[src/rtl/imem_boot_loader.sv]
`default_nettype none
// ============================================================================
// Module   : imem_boot_loader
// Purpose  : Receives a program image as a byte stream (valid/ready), packs
//            the bytes into 32-bit little-endian words and writes them into
//            instruction memory from word 0. The core is held in reset until
//            a complete, well-formed image has been written.
//            Image: LEN[7:0], LEN[15:8], then LEN words (LSB first).
// Option   : BOOT_CHECKSUM_EN adds a trailing mod-256 checksum byte over all
//            data bytes, checked in state CHK.
// Ports    : clk, rst          - clock, synchronous active-high reset
//            start             - load request (honoured in IDLE/DONE/ERROR)
//            in_valid/in_data  - byte stream input
//            in_ready          - byte accepted when in_valid && in_ready
//            imem_we/addr/wdata- one-cycle word write strobe, address, data
//            core_n_rst        - active-low core reset, high only in DONE
//            busy/done/error   - load status
// Revision : 1.0 - initial release
// ============================================================================
module imem_boot_loader #(
  parameter int IMEM_DEPTH = 1024,
  parameter int ADDR_W     = $clog2(IMEM_DEPTH)
) (
  input  logic              clk,
  input  logic              rst,
  input  logic              start,
  input  logic              in_valid,
  input  logic [7:0]        in_data,
  output logic              in_ready,
  output logic              imem_we,
  output logic [ADDR_W-1:0] imem_addr,
  output logic [31:0]       imem_wdata,
  output logic              core_n_rst,
  output logic              busy,
  output logic              done,
  output logic              error
);

  typedef enum logic [2:0] {
    S_IDLE   = 3'd0,
    S_LEN_LO = 3'd1,
    S_LEN_HI = 3'd2,
    S_DATA   = 3'd3,
    S_CHK    = 3'd4,
    S_DONE   = 3'd5,
    S_ERROR  = 3'd6
  } state_t;

  localparam logic [16:0] DEPTH_C = 17'(IMEM_DEPTH);

  state_t      state;
  state_t      nxt;
  state_t      s_final;     // where the image ends up after its last word
  logic [15:0] len;
  logic [15:0] word_cnt;
  logic [1:0]  byte_idx;
  logic [23:0] word_buf;    // lower three lanes; the fourth comes straight from in_data
  logic        accept;
  logic [15:0] len_in;
`ifdef BOOT_CHECKSUM_EN
  logic [7:0]  csum;
`endif

  assign accept = in_valid && in_ready;
  assign len_in = {in_data, len[7:0]};

`ifdef BOOT_CHECKSUM_EN
  assign s_final = S_CHK;
`else
  assign s_final = S_DONE;
`endif

  always_comb begin
    nxt = state;
    case (state)
      S_IDLE:   if (start) nxt = S_LEN_LO;
      S_LEN_LO: if (accept) nxt = S_LEN_HI;
      S_LEN_HI: begin
        if (accept) begin
          if ({1'b0, len_in} > DEPTH_C) nxt = S_ERROR;
          else if (len_in == 16'd0)     nxt = s_final;
          else                          nxt = S_DATA;
        end
      end
      S_DATA: begin
        // Leave DATA on the edge that accepts the last byte of the last word,
        // so no stray byte can be consumed during the final write cycle.
        if (accept && byte_idx == 2'd3 && word_cnt == len - 16'd1) nxt = s_final;
      end
`ifdef BOOT_CHECKSUM_EN
      S_CHK:    if (accept) nxt = (in_data == csum) ? S_DONE : S_ERROR;
`endif
      S_DONE:   if (start) nxt = S_LEN_LO;
      S_ERROR:  if (start) nxt = S_LEN_LO;
      default:  nxt = S_IDLE;
    endcase
  end

  always_ff @(posedge clk) begin
    if (rst) begin
      state      <= S_IDLE;
      in_ready   <= 1'b0;
      busy       <= 1'b0;
      done       <= 1'b0;
      error      <= 1'b0;
      core_n_rst <= 1'b0;
      imem_we    <= 1'b0;
      imem_addr  <= '0;
      imem_wdata <= 32'd0;
      len        <= 16'd0;
      word_cnt   <= 16'd0;
      byte_idx   <= 2'd0;
      word_buf   <= 24'd0;
`ifdef BOOT_CHECKSUM_EN
      csum       <= 8'd0;
`endif
    end else begin
      state    <= nxt;
      in_ready <= (nxt == S_LEN_LO) || (nxt == S_LEN_HI) ||
                  (nxt == S_DATA)   || (nxt == S_CHK);
      busy     <= (nxt == S_LEN_LO) || (nxt == S_LEN_HI) ||
                  (nxt == S_DATA)   || (nxt == S_CHK);
      done     <= (nxt == S_DONE);
      error    <= (nxt == S_ERROR);
      // Rises one edge after DONE is entered; falls on the restart edge.
      core_n_rst <= (state == S_DONE) && (nxt == S_DONE);
      imem_we    <= 1'b0;

      case (state)
        S_IDLE, S_DONE, S_ERROR: begin
          if (start) begin
            len      <= 16'd0;
            word_cnt <= 16'd0;
            byte_idx <= 2'd0;
            word_buf <= 24'd0;
`ifdef BOOT_CHECKSUM_EN
            csum     <= 8'd0;
`endif
          end
        end
        S_LEN_LO: if (accept) len[7:0]  <= in_data;
        S_LEN_HI: if (accept) len[15:8] <= in_data;
        S_DATA: begin
          if (accept) begin
`ifdef BOOT_CHECKSUM_EN
            csum <= csum + in_data;
`endif
            byte_idx <= byte_idx + 2'd1;
            if (byte_idx == 2'd3) begin
              imem_we    <= 1'b1;
              imem_addr  <= word_cnt[ADDR_W-1:0];
              imem_wdata <= {in_data, word_buf};
              word_cnt   <= word_cnt + 16'd1;
            end else begin
              word_buf[8*byte_idx +: 8] <= in_data;
            end
          end
        end
        default: ;
      endcase
    end
  end

endmodule
`default_nettype wire

[config.mk]
export PLATFORM = sky130hd
export DESIGN_NAME = imem_boot_loader
export DESIGN_NICKNAME = d
export VERILOG_FILES = /design/src/rtl/imem_boot_loader.sv
export SDC_FILE = /design/constraint.sdc
export NUM_CORES = 1
export LEC_CHECK = 0
export ABC_AREA = 1
export CAP_MARGIN = 30
export CORE_MARGIN = 4
export CORE_UTILIZATION = 50
export DETAILED_ROUTE_END_ITERATION = 7
export GPL_TIMING_DRIVEN = 0
export PLACE_DENSITY = 0.83
export SYNTH_ARGS = -nofsm -noshare
export SYNTH_HDL_FRONTEND = slang
export SYNTH_SLANG_ARGS = --single-unit
[constraint.sdc]
create_clock -name clk -period 2.25 [get_ports clk]
set_clock_uncertainty 0.15 [all_clocks]
set_input_delay 0.45 -clock clk [delete_from_list [all_inputs] [get_ports clk]]
set_output_delay 0.45 -clock clk [all_outputs]
set_load 0.02 [all_outputs]
---- Word level (Yosys, flattened, before mapping) ----
Cells that the tools add are included.
word-level totals
  register bits ........................... 108
  input port bits ......................... 12
  output and inout bits ................... 48
cells by class
  $add $sub $neg .......................... 4
  $lt $le $gt $ge ......................... 1
  equal/unequal tests ..................... 19
  shift-type cells ........................ 2
  mux-type cells .......................... 23
  bitwise gates (word level) .............. 2
  reductions and logical operators ........ 20
operator list
  operator                                                                  number
  24-bit 2-to-1 mux                                                         3
  16-bit 2-to-1 mux                                                         3
  24-bit case mux with 2 select lines                                       1
  5-bit negation with 34-bit output                                         1
  8-bit by 34-bit variable shift with 24-bit output (first input constant)  1
  8-bit by 34-bit indexed part select with 24-bit output                    1
  16-bit case mux with 2 select lines                                       1
  8-bit case mux with 2 select lines                                        2
  24-bit bitwise mux                                                        1
  3-bit 2-to-1 mux                                                          6
  16-bit by 1-bit adder with 16-bit output (second input constant)          1
  16-bit equality test                                                      1
  16-bit by 11-bit > comparator with 1-bit output (second input constant)   1
  16-bit logical NOT                                                        1
  16-bit by 1-bit subtractor with 16-bit output (second input constant)     1
  3-bit equality test (second input constant)                               5
  3-bit by 2-bit equality test with 1-bit output (second input constant)    4
  3-bit case mux with 4 select lines                                        1
  3-bit AND reduction                                                       4
  2-bit != test (second input constant)                                     5
  8-bit 2-to-1 mux                                                          1
  4-bit AND reduction                                                       2
  3-bit by 1-bit equality test with 1-bit output (second input constant)    2
  2-bit nonzero test                                                        3
  11 further kinds                                                          19

---- Longest topological paths before layout ----
  depth after elaboration ................. 9
  gate-level depth with buffers ........... 16

---- Worst setup path before layout ----
No wires, ideal clock.
  kind .................................... register -> register
  start point ............................. reg len[0]
  end point ............................... reg core_n_rst
  setup time .............................. 0.064 ns
  arrival ................................. 1.686 ns
  data required time ...................... 2.036 ns
  slack ................................... 0.350 ns
  cell stages (with the launch flop) ...... 17
  path buffers ............................ 0
  cells stage by stage .................... dfxtp_1 -> inv_1 -> ha_1 -> nand2_1 -> nor2_1 -> nand2_1 -> nand2_1 -> nand2_1 -> nor2_1 -> nand2_1 -> inv_1 -> nand2_1 -> nor2_1 -> nand4_1 -> nand2_1 -> nand2_1 -> nor2_1
between the ends
  cells in the longest elaborated chain, start to end .. 7
  elaborated cells between the ends (all ways) .. 12
  classes of those cells .................. add/sub (1); order compare (1); eq/ne (2); mux (5); reduce/logical (3)
RTL lines
  item                                                                                        line    RTL
  from (decl)                                                                                 54      logic [15:0] len;
  from (signal assigned)                                                                      141     S_LEN_LO: if (accept) len[7:0] <= in_data;
  16-bit by 1-bit subtractor with 16-bit output / 16-bit logical NOT (equally long branches)  88, 81
  16-bit equality test / 3-bit 2-to-1 mux (equally long branches)                             88, 81
  1-bit logical AND / 3-bit 2-to-1 mux (equally long branches)                                88, 80
  3-bit 2-to-1 mux (on tied branches)                                                         88, 79
  3-bit case mux with 4 select lines *                                                        75      case (state)
  3-bit equality test *                                                                       126     core_n_rst <= (state == S_DONE) && (nxt == S_DONE);
  1-bit logical AND *                                                                         126
  to (signal assigned)                                                                        126
  to (decl)                                                                                   33      output logic core_n_rst,
Mark *: on every way between the ends. The rest lies on a longest branch, timed or not.
A chain may end at the register's enable or synchronous reset.

---- Worst setup path in the final report ----
  start point ............................. in in_valid
  end point ............................... reg word_cnt[4]
between the ends
  cells in the longest elaborated chain, start to end .. 3
RTL lines
  item                                  line  RTL
  from (decl)                           27    input logic in_valid,
  1-bit logical AND                     64    assign accept = in_valid && in_ready;
  2-bit != test (no source line)        --
  4-bit AND reduction (no source line)  --
  to (signal assigned)                  153   word_cnt <= word_cnt + 16'd1;
  to (decl)                             55    logic [15:0] word_cnt;
Every way passes these cells.

==> reports/metrics.yaml <==
status: "completed"
yosys_warnings: 0
routed_wl_mm: 14.2
viasPerCell: 5.34
synth_nets: 797
wl_met2_mm: 6.37
cp_common_cell: "nor2_1"
required_ns: 2.36
avgRoutedWirePerCell_um: 14.3
min_to: "word_buf[14]"
fillers: 955
p_per_area_nw_per_um2: 807
criticalPathCategory: "in2reg"
antenna_cells: 0
core_um2: 10300
grtUsageTotal_pct: 22.6
worst_slack_ns: 0.131
drc: 0
overflow: 0
globalplace.congestion: 0.937
post_synth_num_cell_types: 35
dr_wl_met3_mm: 1.11
max-vdd-ir-drop_uv: 454
period_minus_slack_ns: 2.12
end_kind: "flip-flop"
min-delay-start: "word_buf[14]"
cts_inserted_buffers: 9
critical_path.max_stage_delay_ns: 0.47
first_global_vias: 4627
fin_util_pct: 61.8
combPwrFrac_pct: 33.7
reg2reg_depth: 7
finalHoldViolCount: 0
die-height_um: 111
fin_area_um2: 6380
synth_cells: 779
setup_viol: 0
crit_buf_inv: 4
final_nets: 871
syn_avg_cell_area_um2: 6.78
cts.path.max_buffers: 2
cts_root_buffer: "clkbuf_8"
antenna_left: 0
pwr-share-seq_pct: 42.9
r2r_setup_slack_ns: 0.15
drt_iter0_markers: 555
routed.top_layer: "met4"
portBuffers: 59
placed_area_um2: 6040
cts_hold_buf: 0
dr_total_vias: 5306
crit_fanout: 10
ys_seq_area_share_pct: 40.9
htree_levels: 3
cts.clk_slew.worst_paths_ns: 0.12
start_util_pct: 51.1
switching_share_pct: 38.4
tightest_slew_ns: 0.609
slew_headroom_pct: 59.4
num_rows: 37
io_pins: 60
holdPathStages: 2
min_path_type: "reg2reg"
clock_sink_count: 108
period_share_pct: 94.2
post_route_cells_drive_above_1_share_pct: 8.74
grt_pass1_wl_mm: 23.0
dr.pass1.iters: 5
fmax_mhz: 472
arrival_ns: 2.23
synth.cell_area_um2: 5280
slew_viol_final: 0
ys_ff_latch: 108
cp-start-kind: "primary input"
clk_latency_ns: 0.38
dp_hpwl_mm: 10.3
p_leak_nw: 2.82
power.switching_mw: 1.98
fp.dieW_um: 111
whs_ns: 0.337
clock_power_share_pct: 23.4
r2r-end: "word_cnt[15]"
cap_viol_max_count: 0
die_area_um2: 12300
met1Wirelength_mm: 6.50
grt_start_max_net_pins: 21
crit_chain: "clkdlybuf4s50_1, nand2_1, nor2_1, nor2_1, nor2_4, buf_6, inv_2, buf_4, nor4_1, nor3_1"
critPathTopFamily: "simple AND/OR/NAND/NOR gates"
syn2layout_area_growth_pct: 20.8
critPathSlowestCell: "clkdlybuf4s50_1"
cts_tree: "built"
rr_startpoint: "word_cnt[0]"
intPower_mw: 3.17
place_ws_ns: -0.421
antenna_found_initial: 0
==> state kept, by name, summed over array words and instances (netlist names) <==
signal,flops
done,1
byte_idx,2
imem_we,1
busy,1
error,1
word_buf,24
imem_addr,10
state,3
imem_wdata,32
core_n_rst,1
len,16
word_cnt,16
==> tightest hold or removal path, delay by kind of cell (launching register included) <==
kind,cells,cell delay (ns)
DFF,1,0.35
and+or+nand+nor,2,0.12
==> cells by family (layout without fill, tap and decap cells) <==
kind of cell / count (synthesis) / in the layout / share of synthesized area, %
adder cells (fa/ha/maj): 6 / 6 / 1.42
XOR/XNOR: 12 / 12 / 1.99
flip-flops: 108 / 108 / 40.9
buffers and inverters: 108 / 187 / 8.48
AO/OA/AOI/OAI: 134 / 134 / 14.1
AND/OR/NAND/NOR: 411 / 411 / 33.1
==> placed cells by master (no fill, tap or decap), drive strengths merged, types with 2 or more instances in the layout <==
cell type / n
dlymetal6s2s: 4
clkdlybuf4s50: 55
o21ai: 59
nor2: 160
inv: 79
nand4: 10
nand2: 153
xnor2: 7
nand3: 61
clkbuf: 27
nor4: 2
buf: 20
xor2: 5
clkinv: 2
a31oi: 2
nand3b: 4
nor3: 19
a211oi: 16
ha: 6
dfxtp: 108
a21oi: 54
==> timing repair <==
item                                    4_1_cts  5_1_grt
endpoints found under the setup margin       27       44
pin swaps                                     0        3
resized for setup                             5       32
setup buffers                                 0        4
==> metrics by stage <==
step	setup TNS, ns	cells	power, mW
final	0	994	5.15
after global routing	-0.00723	994	5.48
after CTS	0	990	5.00
after detailed placement	-17.64	974	3.80
after global placement	-16.66	974	3.78
after floorplan	0	779	3.44
==> cell usage after synthesis, drive strengths merged <==
library cell / instances / area, um^2
a211oi: 16 / 120
a21oi: 54 / 282
a31oi: 2 / 12.5
and3: 1 / 6.26
buf: 17 / 106
clkbuf: 16 / 60.1
clkinv: 1 / 3.75
dfxtp: 108 / 2160
ha: 6 / 75.1
inv: 74 / 278
nand2: 153 / 582
nand3: 61 / 305
nand3b: 4 / 30.0
nand4: 10 / 62.6
nor2: 160 / 634
nor3: 19 / 106
nor3b: 1 / 7.51
nor4: 2 / 12.5
o211ai: 1 / 7.51
o21ai: 59 / 307
o21bai: 1 / 7.51
o31ai: 1 / 7.51
xnor2: 7 / 61.3
xor2: 5 / 43.8
==> worst max path at each step <==
stage                        start             end  cells after the start
final                     in_valid     word_cnt[4]                     10
after CTS                   len[0]           error                     16
after floorplan             len[0]      core_n_rst                     16
after detailed placement  in_valid  imem_wdata[13]                      9
after global placement    in_valid  imem_wdata[15]                      9
after global routing        len[1]            busy                     14
==> layer usage <==
layer,up-vias,GRT usage (%)
li1,2668,-
met1,2393,31.9
met2,222,36.0
met3,23,3.49
met4,0,5.99
met5,-,0
==> layout make-up <==
class | instances | area (um^2) | area share [%]
Inverter | 75 | 287 | 4.49
Clock buffer | 10 | 138 | 2.16
Clock inverter | 6 | 62.6 | 0.981
Buffer | 33 | 176 | 2.77
Tap cell | 136 | 170 | 2.67
Sequential cell | 108 | 2160 | 33.9
Multi-Input combinational cell | 563 | 2740 | 42.9
Timing Repair Buffer | 63 | 643 | 10.1
==> power by group through the flow <==
stage               sequential [mW]  clock [mW]  combinational (mW)
floorplan                      2.22           0                1.22
global placement               2.24           0                1.54
detailed placement             2.24           0                1.56
CTS                            2.20        1.22                1.58
global route                   2.22        1.28                1.98
finish                         2.21        1.20                1.74
Power figures use the tool's default switching activity.
==> patch 1: new RTL, same settings <==
The parameter `IMEM_DEPTH` goes from 1024 to 2048.
--- a/src/rtl/imem_boot_loader.sv
+++ b/src/rtl/imem_boot_loader.sv
@@ -19,5 +19,5 @@
 // ============================================================================
 module imem_boot_loader #(
-  parameter int IMEM_DEPTH = 1024,
+  parameter int IMEM_DEPTH = 2048,
   parameter int ADDR_W     = $clog2(IMEM_DEPTH)
 ) (
Ports: changed (resized imem_addr); port bits go from 60 to 61. The function was not compared with the original's and may differ.
==> patch 1 against the original RTL <==
- sequential cell count grew 1
- worst setup slack got worse by 77 ps
- global-route usage is 2.3 points higher
- critical path depth is 2 lower
- final area fell by 0.27%
- worst hold slack improved by 2.5 ps
- routed wire length up 4.0%
- register-to-register slack worse by 80 ps
- synthesized area shrank 2.1%
- power increased by 34%
- critical path type unchanged
==> patch 1: results (changes against the original RTL) <==
status:
  outcome: "finished clean"
power_and_ir_drop:
  p_sw_mw: 2.941  # +49%
  leakagePower_nw: 2.644  # -6.2%
final_layout:
  clockBufferCount: 11  # +1
  sh_seq_area: 0.3438  # +0.004475
  drive_gt1_frac: 0.1017  # +0.01428
  multi_input_gates: 527  # -6.4%
  inv_count: 81  # +8.0%
  n_fill_cell: 871  # -8.8%
  nonClkBufAreaFrac: 0.1218  # -0.006727
  multi_input_area_share: 0.4235  # -0.005704
  final-clk-cell-share: 0.03619  # +0.004807
  nets: 839  # -3.7%
global_route:
  grt_pass1_vias: 4972  # +7.5%
  met1_usage: 0.3449  # +0.02617
  grtUsageMet2: 0.3845  # +0.02404
  grt_usage: 0.2489  # +0.02308
  grt_max_degree: 19  # -9.5%
  grtUsageMet3: 0.05109  # +0.01615
  grt_pass1_wl_mm: 23.67  # +2.8%
worst_setup_path:
  crit_start: "in_data[6]"
  crit_fanout: 6  # -4
  critPathSlowestCell: "a211oi_1"
  crit_end: "core_n_rst"
  critPathMaxStageDelay_ps: 490  # +20 ps
  regToRegStartpoint: "len[0]"
  arrival_ps: 2350  # +120 ps
  r2r_slack_ps: 70  # -80 ps
routing:
  drt_iter0_markers: 479  # -14%
  drtPass1Iterations: 8  # +3
  vias_per_cell: 5.479  # +2.6%
  wl_per_cell_um: 15.39  # +7.7%
  num_vias: 5254  # -0.98%
synth:
  synth-compound-area-share: 0.1692  # +0.02849
  syn_area_per_cell_um2: 6.908  # +1.9%
  synthTopCellsByArea: "dfxtp_1, nor2_1, nand2_1"
  synth_xor_area_frac: 0.02373  # +0.003824
  synth.yosys.seq_area_share: 0.4223  # +0.01280
worst_hold_path:
  whs_endpoint: "len[15]"
  min_from: "len[15]"
timing:
  hold_ws_ps: 339.7  # +2.497 ps
  maxSlewHeadroom: 0.6033  # +0.009143
cts:
  cts.sinks: 109  # +0.93%
  post_cts_resized: 16  # +11
  path_clk_slew_ps: 100  # -20 ps
  post_cts_buffers: 1  # +1
placed_design:
  dp.cells: 940  # -3.5%
  hpwlAfterDp_mm: 10.63  # +3.5%
==> patch 1: cell families after synthesis <==
logic type      count (synthesis)
simple gates                  346
compound gates                161
buf+inv                       112
flops                         109
xor+xnor                       14
fa+ha+maj                       6
==> patch 1: stage by stage <==
step           area (um^2)  worst slack (ps)
6_report              6361             53.79
4_1_cts               6205             8.792
3_5_place_dp          5924            -526.3
3_3_place_gp          5924            -416.1
5_1_grt               6361            -81.31
2_1_floorplan         5167             291.4
==> patch 1: power groups by stage <==
stage               clock, mW  sequential [mW]  combinational [mW]
floorplan                   0             2.50                2.05
global placement            0             2.54                2.56
detailed placement          0             2.55                2.65
CTS                      1.36             2.51                2.74
global route             1.43             2.57                3.35
finish                   1.36             2.53                3.01
==> patch 1: routing by layer <==
layer | part of all wire | vias to the layer above
li1 | - | 2594
met1 | 0.44 | 2373
met2 | 0.45 | 255
met3 | 0.082 | 32
met4 | 0.023 | 0
met5 | 0 | -
==> patch 2: new RTL, config.mk and constraints unchanged <==
Made on the original files. Put one more register stage on the output `error`, cleared by the reset. The value now appears one clock later. The other outputs are not delayed to match.
--- a/src/rtl/imem_boot_loader.sv
+++ b/src/rtl/imem_boot_loader.sv
@@ -48,4 +48,6 @@
 
   localparam logic [16:0] DEPTH_C = 17'(IMEM_DEPTH);
+
+  logic error_s0;
 
   state_t      state;
@@ -103,5 +105,5 @@
       busy       <= 1'b0;
       done       <= 1'b0;
-      error      <= 1'b0;
+      error_s0   <= 1'b0;
       core_n_rst <= 1'b0;
       imem_we    <= 1'b0;
@@ -122,5 +124,5 @@
                   (nxt == S_DATA)   || (nxt == S_CHK);
       done     <= (nxt == S_DONE);
-      error    <= (nxt == S_ERROR);
+      error_s0 <= (nxt == S_ERROR);
       // Rises one edge after DONE is entered; falls on the restart edge.
       core_n_rst <= (state == S_DONE) && (nxt == S_DONE);
@@ -162,4 +164,12 @@
   end
 
+  always_ff @(posedge clk) begin
+    if (rst) begin
+      error <= '0;
+    end else begin
+      error <= error_s0;
+    end
+  end
+
 endmodule
 `default_nettype wire
Formal check against the unedited RTL: not equivalent (a bounded check fails within 4 cycles, from zero or initial values and one cycle with rst high).
==> patch 2 against the original RTL <==
- final area is 1.6% higher
- routed wire length down 0.74%
- worst setup slack lost 64 ps
- sequential cell count increased by 1
- count of clock-buffer cells in the layout shrank 1
- synthesized area is 1.2% higher
- fmax fell by 2.9%
- critical path type is now register to register
Power is not compared: it rests on default switching activity, and its combinational part moved more than twofold at a synthesized area within 25%.
==> patch 2: results (changes against the original RTL) <==
routing:
  drt_iter0_markers: 409  # -26%
  wl_per_cell_um: 14.88  # +4.2%
  drtPass1Iterations: 7  # +2
  vias_per_cell: 5.379  # +0.77%
synth:
  ys_types: 40  # +14%
  synth.yosys.seq_area_share: 0.4083  # -0.001143
  synth_fp_nets: 747  # -6.3%
  synthAdderAreaFrac: 0.01405  # -0.0001698
  synthTopCellsByArea: "dfxtp_1, nand2_1, a21oi_1"
  synth-compound-area-share: 0.1925  # +0.05170
  synthTopCellsByCount: "nand2_1, dfxtp_1, nor2_1, inv_1, a21oi_1"
  synth_xor_area_frac: 0.01967  # -0.0002377
placed_design:
  hpwlAfterDp_mm: 10.11  # -1.5%
  place_congestion: 0.9244  # -1.3%
final_layout:
  nets: 824  # -5.4%
  drive_gt1_frac: 0.1381  # +0.05069
  syn2layout_area_growth_pct: 21.31
global_route:
  grt_max_degree: 22  # +4.8%
  grt_pass1_vias: 4721  # +2.0%
worst_setup_path:
  r2r_cells: 14  # +7
  critPathSlowestCell: "dfxtp_2"
  crit_fanout: 3  # -7
  critPathMaxStageDelay_ps: 370  # -100 ps
  arrival_ps: 2300  # +70 ps
  r2r_slack_ps: 70  # -80 ps
  crit_start: "len[0]"
timing:
  hold_ws_ps: 266.6  # -70.63 ps
  max_slew.worst_pin.slew_ps: 716.3  # +107.5 ps
status:
  outcome: "finished clean"
worst_hold_path:
  whs_endpoint: "error"
==> patch 2: changes by cell type in the layout (fill, tap and decap cells not counted), sizes merged, moves of 10 or more <==
cell   before  now
nor2      160  105
nand2     153  124
a21oi      54   74
nand3      61   41
inv        79   96
o21ai      59   72
o211a       0   10
==> patch 2: layout make-up <==
| class | instances | area (um^2) |
|---|---|---|
| Buffer | 27 | 161.4 |
| Clock buffer | 9 | 123.9 |
| Clock inverter | 7 | 102.6 |
| Fill cell | 903 | 3887 |
| Inverter | 93 | 354.1 |
| Multi-Input combinational cell | 500 | 2741 |
| Sequential cell | 109 | 2188 |
| Tap cell | 136 | 170.2 |
| Timing Repair Buffer | 66 | 640.6 |
==> patch 2: repair_timing <==
| item | in CTS | in global routing |
|---|---|---|
| buffers inserted | 0 | 8 |
| setup endpoints to repair | 3 | 16 |
| pin swaps | 0 | 18 |
| resized for setup | 3 | 34 |
==> patch 2: metal layers <==
metal / wire (um) / vias to the layer above / global-route usage
li1: - / 2552 / -
met1: 6713 / 2326 / 0.3273
met2: 6051 / 191 / 0.3329
met3: 990 / 25 / 0.03587
met4: 336 / 0 / 0.09246
met5: 0 / - / 0
==> patch 2: per-stage QoR <==
step	setup slack (ps)	setup TNS (ps)	instances	power (mW)
after floorplan	349.2	0	729	4.869
after global placement	-347.7	-12540	923	5.428
after detailed placement	-415.1	-14410	923	5.482
after CTS	7.870	0	939	6.796
after global routing	-135.7	-340.5	947	7.648
final	67.17	0	947	7.154
==> patch 2: how the worst max path moves through the flow <==
stage / end / slack [ps] / cells after the start
after floorplan: core_n_rst / 350 / 12
after global placement: imem_addr[0] / -350 / 9
after detailed placement: imem_wdata[13] / -420 / 9
after CTS: core_n_rst / 8 / 12
after global routing: core_n_rst / -140 / 13
final: state[1] / 70 / 14
